### config.mk
export PLATFORM = sky130hd
export DESIGN_NAME = sc_reg_universal
export DESIGN_NICKNAME = d
export VERILOG_FILES = /design/src/rtl/sc_reg_universal.sv
export SDC_FILE = /design/constraint.sdc
export NUM_CORES = 1
export LEC_CHECK = 0
export ABC_AREA = 1
export CORE_MARGIN = 2
export CORE_UTILIZATION = 30
export DETAILED_ROUTE_END_ITERATION = 12
export PLACE_DENSITY = 0.64
export SLEW_MARGIN = 0
export SYNTH_ARGS = -nofsm -noshare
export SYNTH_HDL_FRONTEND = slang
export SYNTH_SLANG_ARGS = --single-unit
export TNS_END_PERCENT = 1
### constraint.sdc
create_clock -name SC_RegUNIVERSAL_CLOCK_50 -period 1.8 [get_ports SC_RegUNIVERSAL_CLOCK_50]
set_input_delay 0.36 -clock SC_RegUNIVERSAL_CLOCK_50 [delete_from_list [all_inputs] [get_ports SC_RegUNIVERSAL_CLOCK_50]]
set_output_delay 0.36 -clock SC_RegUNIVERSAL_CLOCK_50 [all_outputs]
set_load 0.005 [all_outputs]
### src/rtl/sc_reg_universal.sv
// -----------------------------------------------------------------------------
// sc_reg_universal
// Parametrised universal register: hold / shift-left / shift-right /
// rotate-left / rotate-right, with serial in/out and a built-in step
// prescaler that advances the register every period+1 enabled clocks.
// With mode = hold it behaves as a plain load/clear register.
//
// Ports:
//   SC_RegUNIVERSAL_CLOCK_50       system clock, rising edge
//   SC_RegUNIVERSAL_RESET_InLow    asynchronous active-low reset
//   SC_RegUNIVERSAL_clear_InLow    synchronous clear (highest priority)
//   SC_RegUNIVERSAL_load_InLow     synchronous parallel load
//   SC_RegUNIVERSAL_data_InBUS     parallel load data
//   SC_RegUNIVERSAL_mode_InBUS     000 hold, 001 SHL, 010 SHR, 011 ROL,
//                                  100 ROR, 101-111 hold
//   SC_RegUNIVERSAL_serialLSB_In   bit entering bit 0 on SHL
//   SC_RegUNIVERSAL_serialMSB_In   bit entering MSB on SHR
//   SC_RegUNIVERSAL_enable_InHigh  prescaler run enable
//   SC_RegUNIVERSAL_period_InBUS   step every period+1 enabled cycles
//   SC_RegUNIVERSAL_data_OutBUS    register contents (registered)
//   SC_RegUNIVERSAL_serial_Out     bit shifted/rotated out on last step
//   SC_RegUNIVERSAL_step_OutHigh   one-cycle pulse after a step was applied
//
// Optional feature macro: SC_REGUNIVERSAL_ZEROFLAG_EN
//   When defined, adds SC_RegUNIVERSAL_zero_OutHigh, a combinational flag
//   that is high whenever data_OutBUS is all zeros.
// -----------------------------------------------------------------------------
module sc_reg_universal #(
   parameter int RegUNIVERSAL_DATAWIDTH  = 8,
   parameter int RegUNIVERSAL_PRESCWIDTH = 4
) (
   input  logic                                 SC_RegUNIVERSAL_CLOCK_50,
   input  logic                                 SC_RegUNIVERSAL_RESET_InLow,
   input  logic                                 SC_RegUNIVERSAL_clear_InLow,
   input  logic                                 SC_RegUNIVERSAL_load_InLow,
   input  logic [RegUNIVERSAL_DATAWIDTH-1:0]    SC_RegUNIVERSAL_data_InBUS,
   input  logic [2:0]                           SC_RegUNIVERSAL_mode_InBUS,
   input  logic                                 SC_RegUNIVERSAL_serialLSB_In,
   input  logic                                 SC_RegUNIVERSAL_serialMSB_In,
   input  logic                                 SC_RegUNIVERSAL_enable_InHigh,
   input  logic [RegUNIVERSAL_PRESCWIDTH-1:0]   SC_RegUNIVERSAL_period_InBUS,
   output logic [RegUNIVERSAL_DATAWIDTH-1:0]    SC_RegUNIVERSAL_data_OutBUS,
   output logic                                 SC_RegUNIVERSAL_serial_Out,
   output logic                                 SC_RegUNIVERSAL_step_OutHigh
`ifdef SC_REGUNIVERSAL_ZEROFLAG_EN
   ,
   output logic                                 SC_RegUNIVERSAL_zero_OutHigh
`endif
);

   localparam int W  = RegUNIVERSAL_DATAWIDTH;
   localparam int PW = RegUNIVERSAL_PRESCWIDTH;

   localparam logic [2:0] MODE_HOLD = 3'b000;
   localparam logic [2:0] MODE_SHL  = 3'b001;
   localparam logic [2:0] MODE_SHR  = 3'b010;
   localparam logic [2:0] MODE_ROL  = 3'b011;
   localparam logic [2:0] MODE_ROR  = 3'b100;

   logic [W-1:0]  regValue_r;
   logic [PW-1:0] count_r;
   logic          serial_r;
   logic          stepPulse_r;

   logic          stepDue_s;
   logic [W-1:0]  nextValue_s;
   logic          nextSerial_s;

   // Step result as {serial bit out, new register value}; hold modes keep
   // both the register and the previously shifted-out bit.
   function automatic logic [W:0] stepResult(
      input logic [2:0]   mode,
      input logic [W-1:0] value,
      input logic         serialIn,
      input logic         serialLsb,
      input logic         serialMsb
   );
      logic [W:0] res;
      case (mode)
         MODE_SHL: res = {value[W-1], value[W-2:0], serialLsb};
         MODE_SHR: res = {value[0],   serialMsb,    value[W-1:1]};
         MODE_ROL: res = {value[W-1], value[W-2:0], value[W-1]};
         MODE_ROR: res = {value[0],   value[0],     value[W-1:1]};
         MODE_HOLD: res = {serialIn, value};
         default:  res = {serialIn, value};
      endcase
      return res;
   endfunction

   // Step decision and next-state value of the shifter.
   always_comb begin
      stepDue_s                   = 1'b0;
      {nextSerial_s, nextValue_s} = stepResult(SC_RegUNIVERSAL_mode_InBUS, regValue_r,
                                               serial_r,
                                               SC_RegUNIVERSAL_serialLSB_In,
                                               SC_RegUNIVERSAL_serialMSB_In);
      // ">=" so that lowering the period below the current count steps at
      // the next enabled edge instead of waiting for the counter to wrap.
      if (SC_RegUNIVERSAL_enable_InHigh && (count_r >= SC_RegUNIVERSAL_period_InBUS)) begin
         stepDue_s = 1'b1;
      end else begin
         stepDue_s = 1'b0;
      end
   end

   // Register, prescaler and registered outputs with clear > load > step > hold.
   always_ff @(posedge SC_RegUNIVERSAL_CLOCK_50 or negedge SC_RegUNIVERSAL_RESET_InLow) begin
      if (!SC_RegUNIVERSAL_RESET_InLow) begin
         regValue_r  <= {W{1'b0}};
         count_r     <= {PW{1'b0}};
         serial_r    <= 1'b0;
         stepPulse_r <= 1'b0;
      end else if (!SC_RegUNIVERSAL_clear_InLow) begin
         regValue_r  <= {W{1'b0}};
         count_r     <= {PW{1'b0}};
         stepPulse_r <= 1'b0;
      end else if (!SC_RegUNIVERSAL_load_InLow) begin
         regValue_r  <= SC_RegUNIVERSAL_data_InBUS;
         count_r     <= {PW{1'b0}};
         stepPulse_r <= 1'b0;
      end else if (stepDue_s) begin
         regValue_r  <= nextValue_s;
         serial_r    <= nextSerial_s;
         count_r     <= {PW{1'b0}};
         stepPulse_r <= 1'b1;
      end else if (SC_RegUNIVERSAL_enable_InHigh) begin
         // count_r < period here, so the increment cannot overflow.
         count_r     <= count_r + PW'(1);
         stepPulse_r <= 1'b0;
      end else begin
         stepPulse_r <= 1'b0;
      end
   end

   assign SC_RegUNIVERSAL_data_OutBUS  = regValue_r;
   assign SC_RegUNIVERSAL_serial_Out   = serial_r;
   assign SC_RegUNIVERSAL_step_OutHigh = stepPulse_r;

`ifdef SC_REGUNIVERSAL_ZEROFLAG_EN
   assign SC_RegUNIVERSAL_zero_OutHigh = (regValue_r == {W{1'b0}});
`endif

endmodule
==> qor.csv <==
stage;metric;value;unit
placed_design;Setup WS pre-CTS;-0.212;ns
power_and_ir_drop;Flop pwr share;46.3;%
global_routing;number of global-route vias before repair;1057;
yosys;synthesized area per cell;6.76;sq um
placed_design;port bufs;31;
placed_design;Placed Cells;245;
yosys;ranking of synthesized cells by area;dfrtp_1, nand3_1, nand2_1;
power_and_ir_drop;total power;0.782;mW
timing;crit path time final;1.70;ns
power_and_ir_drop;Pint;0.547;mW
clocking;clk sinks;14;
power_and_ir_drop;worst vdd ir;0.263;mV
clocking;CTS buffer count;3;
finish;Layout Cells excl Fill;249;
yosys;Yosys warning total;0;
timing;Final Skew;0.00369;ns
timing;slew margin rel.;85.4;%
die;Die Ht;63.9;microns
placed_design;Placer Congestion;0.832;
drt;residual DRC count;0;
drt;number of vias per cell;4.54;
worst_setup_path;Critical Path RT;1.97;ns
worst_hold_path;hold crit path type;in -> async;
yosys;Netlist cell types;20;
timing;Hold Fails Final Rpt;0;
die;starting density of the core;31.7;%
yosys;Seq cells post-synth;14;
clocking;Clock Tree Buf Depth;2;
die;I/O pin total;32;
outcome;status;finished clean;
die;Die Width;63.9;microns
power_and_ir_drop;Switch Pwr;0.234;mW
drt;via count;1131;
timing;worst hold slack;0.385;ns
worst_setup_path;crit path DAT;1.86;ns
clocking;Clock Pin Slew Worst Setup and Hold Paths;0.08;ns
yosys;post-synthesis sequential area ratio;32.6;%
finish;antenna diode instance count;0;
finish;proportion of layout cells with a drive suffix above 1;12.8;%
clocking;Clock H-tree levels;1;
finish;area grow syn2layout;43.9;%
drt;drt total wl;2710;microns
yosys;top_reg_cell synth;dfrtp_1;
die;core area;3390;sq um
timing;Worst Tran Pin Value;0.219;ns
timing;worst setup margin;0.103;ns
run;max-capacitance violation count;0;
drt;DR pass1 iterations;4;
timing;Fmax;0.589;GHz
clocking;hold_buf cts;0;
yosys;top-count cell post-synth;nand2_1;
power_and_ir_drop;PD cells;505;nW/um^2
global_routing;first-pass GRT wire length;4620;microns
worst_setup_path;Crit Path Category;in -> reg;
yosys;syn nets;186;
power_and_ir_drop;switching share of power;30.0;%
placed_design;Detailed Place HPWL;2050;microns
global_routing;Total GRT Usage;14.1;%
drt;Iter 0 DRT Violations;57;
power_and_ir_drop;combinational share of power;31.7;%
power_and_ir_drop;Lkg Pwr;0.825;nW
worst_setup_path;Crit. End Element;flop;
yosys;Post-Syn Area;1070;sq um
drt;WL/cell;10.9;microns
finish;fin nets;232;
yosys;Syn Inst Count;159;
die;Rows;21;
global_routing;grt total ovfl;0;
timing;Max Slew Vio Count;0;
yosys;FFs w/ async S/R, synth;100;%
worst_setup_path;Worst setup SP type;input pin;
yosys;Yosys top cell by area;dfrtp_1;
yosys;EDFF count, synth;0;
power_and_ir_drop;Clk network pwr share;22.0;%
die;DIE AREA;4080;sq um
clocking;clk_lat worst skew;0.27;ns
timing;Final setup viols;0;
drt;antenna-violating nets left;0;
worst_setup_path;crit path max fanout;8;
finish;utilization after layout;45.6;%
clocking;CTS tree;built;
timing;period utilization;94.3;%
clocking;root buffer cell;clkbuf_4;
finish;filler instances;358;
global_routing;largest net degree at the start of global routing;17;
global_routing;initial antenna violation count;0;
yosys;top post-synthesis cells by count;nand2_1, nand3_1, inv_1;
yosys;share of the synthesized area in the top cell type;32.6;%
worst max-delay path: stages:
cell             delay (ns)
clkdlybuf4s50_1        0.45
inv_1                  0.04
ha_1                   0.31
nand2_1                0.07
inv_1                  0.04
nand3_1                0.09
nand3_2                0.15
nand2_4                0.13
nand2_4                0.08
nand2_1                0.08
nand2_1                0.05
per-stage QoR:
stage          area [sq um]  setup TNS (ns)
2_1_floorplan          1070               0
3_3_place_gp           1510           -1.67
3_5_place_dp           1510           -1.76
4_1_cts                1530               0
5_1_grt                1550        -0.00705
6_report               1550               0
placed cells by master, fill, tap and decap left out, types with 2 or more instances in the layout:
cell             instances
inv_1                   22
o21ai_0                  6
nand2_1                 40
clkdlybuf4s50_1         31
nand3_1                 33
clkbuf_4                 3
dfrtp_1                 14
nand2_4                  3
nor2_1                  19
ha_1                     5
nand4_1                  4
nor2_2                   2
buf_4                   12
power groups by stage:
stage	logic (mW)	clock network (mW)	registers, mW
CTS	0.248	0.177	0.362
detailed placement	0.245	0	0.368
floorplan	0.111	0	0.362
finish	0.247	0.172	0.362
global route	0.280	0.191	0.366
global placement	0.244	0	0.370
worst paths after layout:
path                                                              end                       startpoint  depth (start not counted)  slack, ns
worst max-delay path                   SC_RegUNIVERSAL_data_OutBUS[4]  SC_RegUNIVERSAL_period_InBUS[3]                         11       0.10
worst min-delay path                       SC_RegUNIVERSAL_serial_Out      SC_RegUNIVERSAL_RESET_InLow                          2       0.39
worst max register to register         SC_RegUNIVERSAL_data_OutBUS[4]                       count_r[3]                          9       0.25
worst min register to register             SC_RegUNIVERSAL_serial_Out       SC_RegUNIVERSAL_serial_Out                          2       0.49
max in group asynchronous              SC_RegUNIVERSAL_data_OutBUS[4]      SC_RegUNIVERSAL_RESET_InLow                          2       1.25
min in group SC_RegUNIVERSAL_CLOCK_50      SC_RegUNIVERSAL_serial_Out       SC_RegUNIVERSAL_serial_Out                          2       0.49
routing by layer:
layer | global-route usage [%] | part of all wire, %
met1 | 20.0 | 50
met2 | 21.1 | 45
met3 | 4.40 | 4.9
met4 | 2.45 | 0.59
met5 | 0 | 0
registers in the layout, indices dropped and copies added, names as in the netlist:
| signal | cells |
|---|---|
| SC_RegUNIVERSAL_data_OutBUS | 8 |
| SC_RegUNIVERSAL_serial_Out | 1 |
| SC_RegUNIVERSAL_step_OutHigh | 1 |
| count_r | 4 |
what timing repair did:
action	4_1_cts	5_1_grt
setup endpoints to repair	0	8
resized for setup	0	2
setup buffers	0	0
logic make-up (layout without fill, tap and decap cells):
logic type	count (synthesis)	in the layout	synth area share (%)
compound gates	8	8	3.96
xor+xnor	2	2	1.63
fa+ha+maj	5	5	5.82
buf+inv	26	69	10.2
flops	14	14	32.6
simple gates	104	105	45.7
layout make-up:
cell class	count	area, sq um	share of cell area, %
multi-input cells	120	629	40.7
well taps	46	57.6	3.72
inverters	23	86.3	5.58
clock buffers	3	22.5	1.46
repair buffers	43	400	25.9
flip-flops and latches	14	350	22.7
Power figures use the tool's default switching activity.
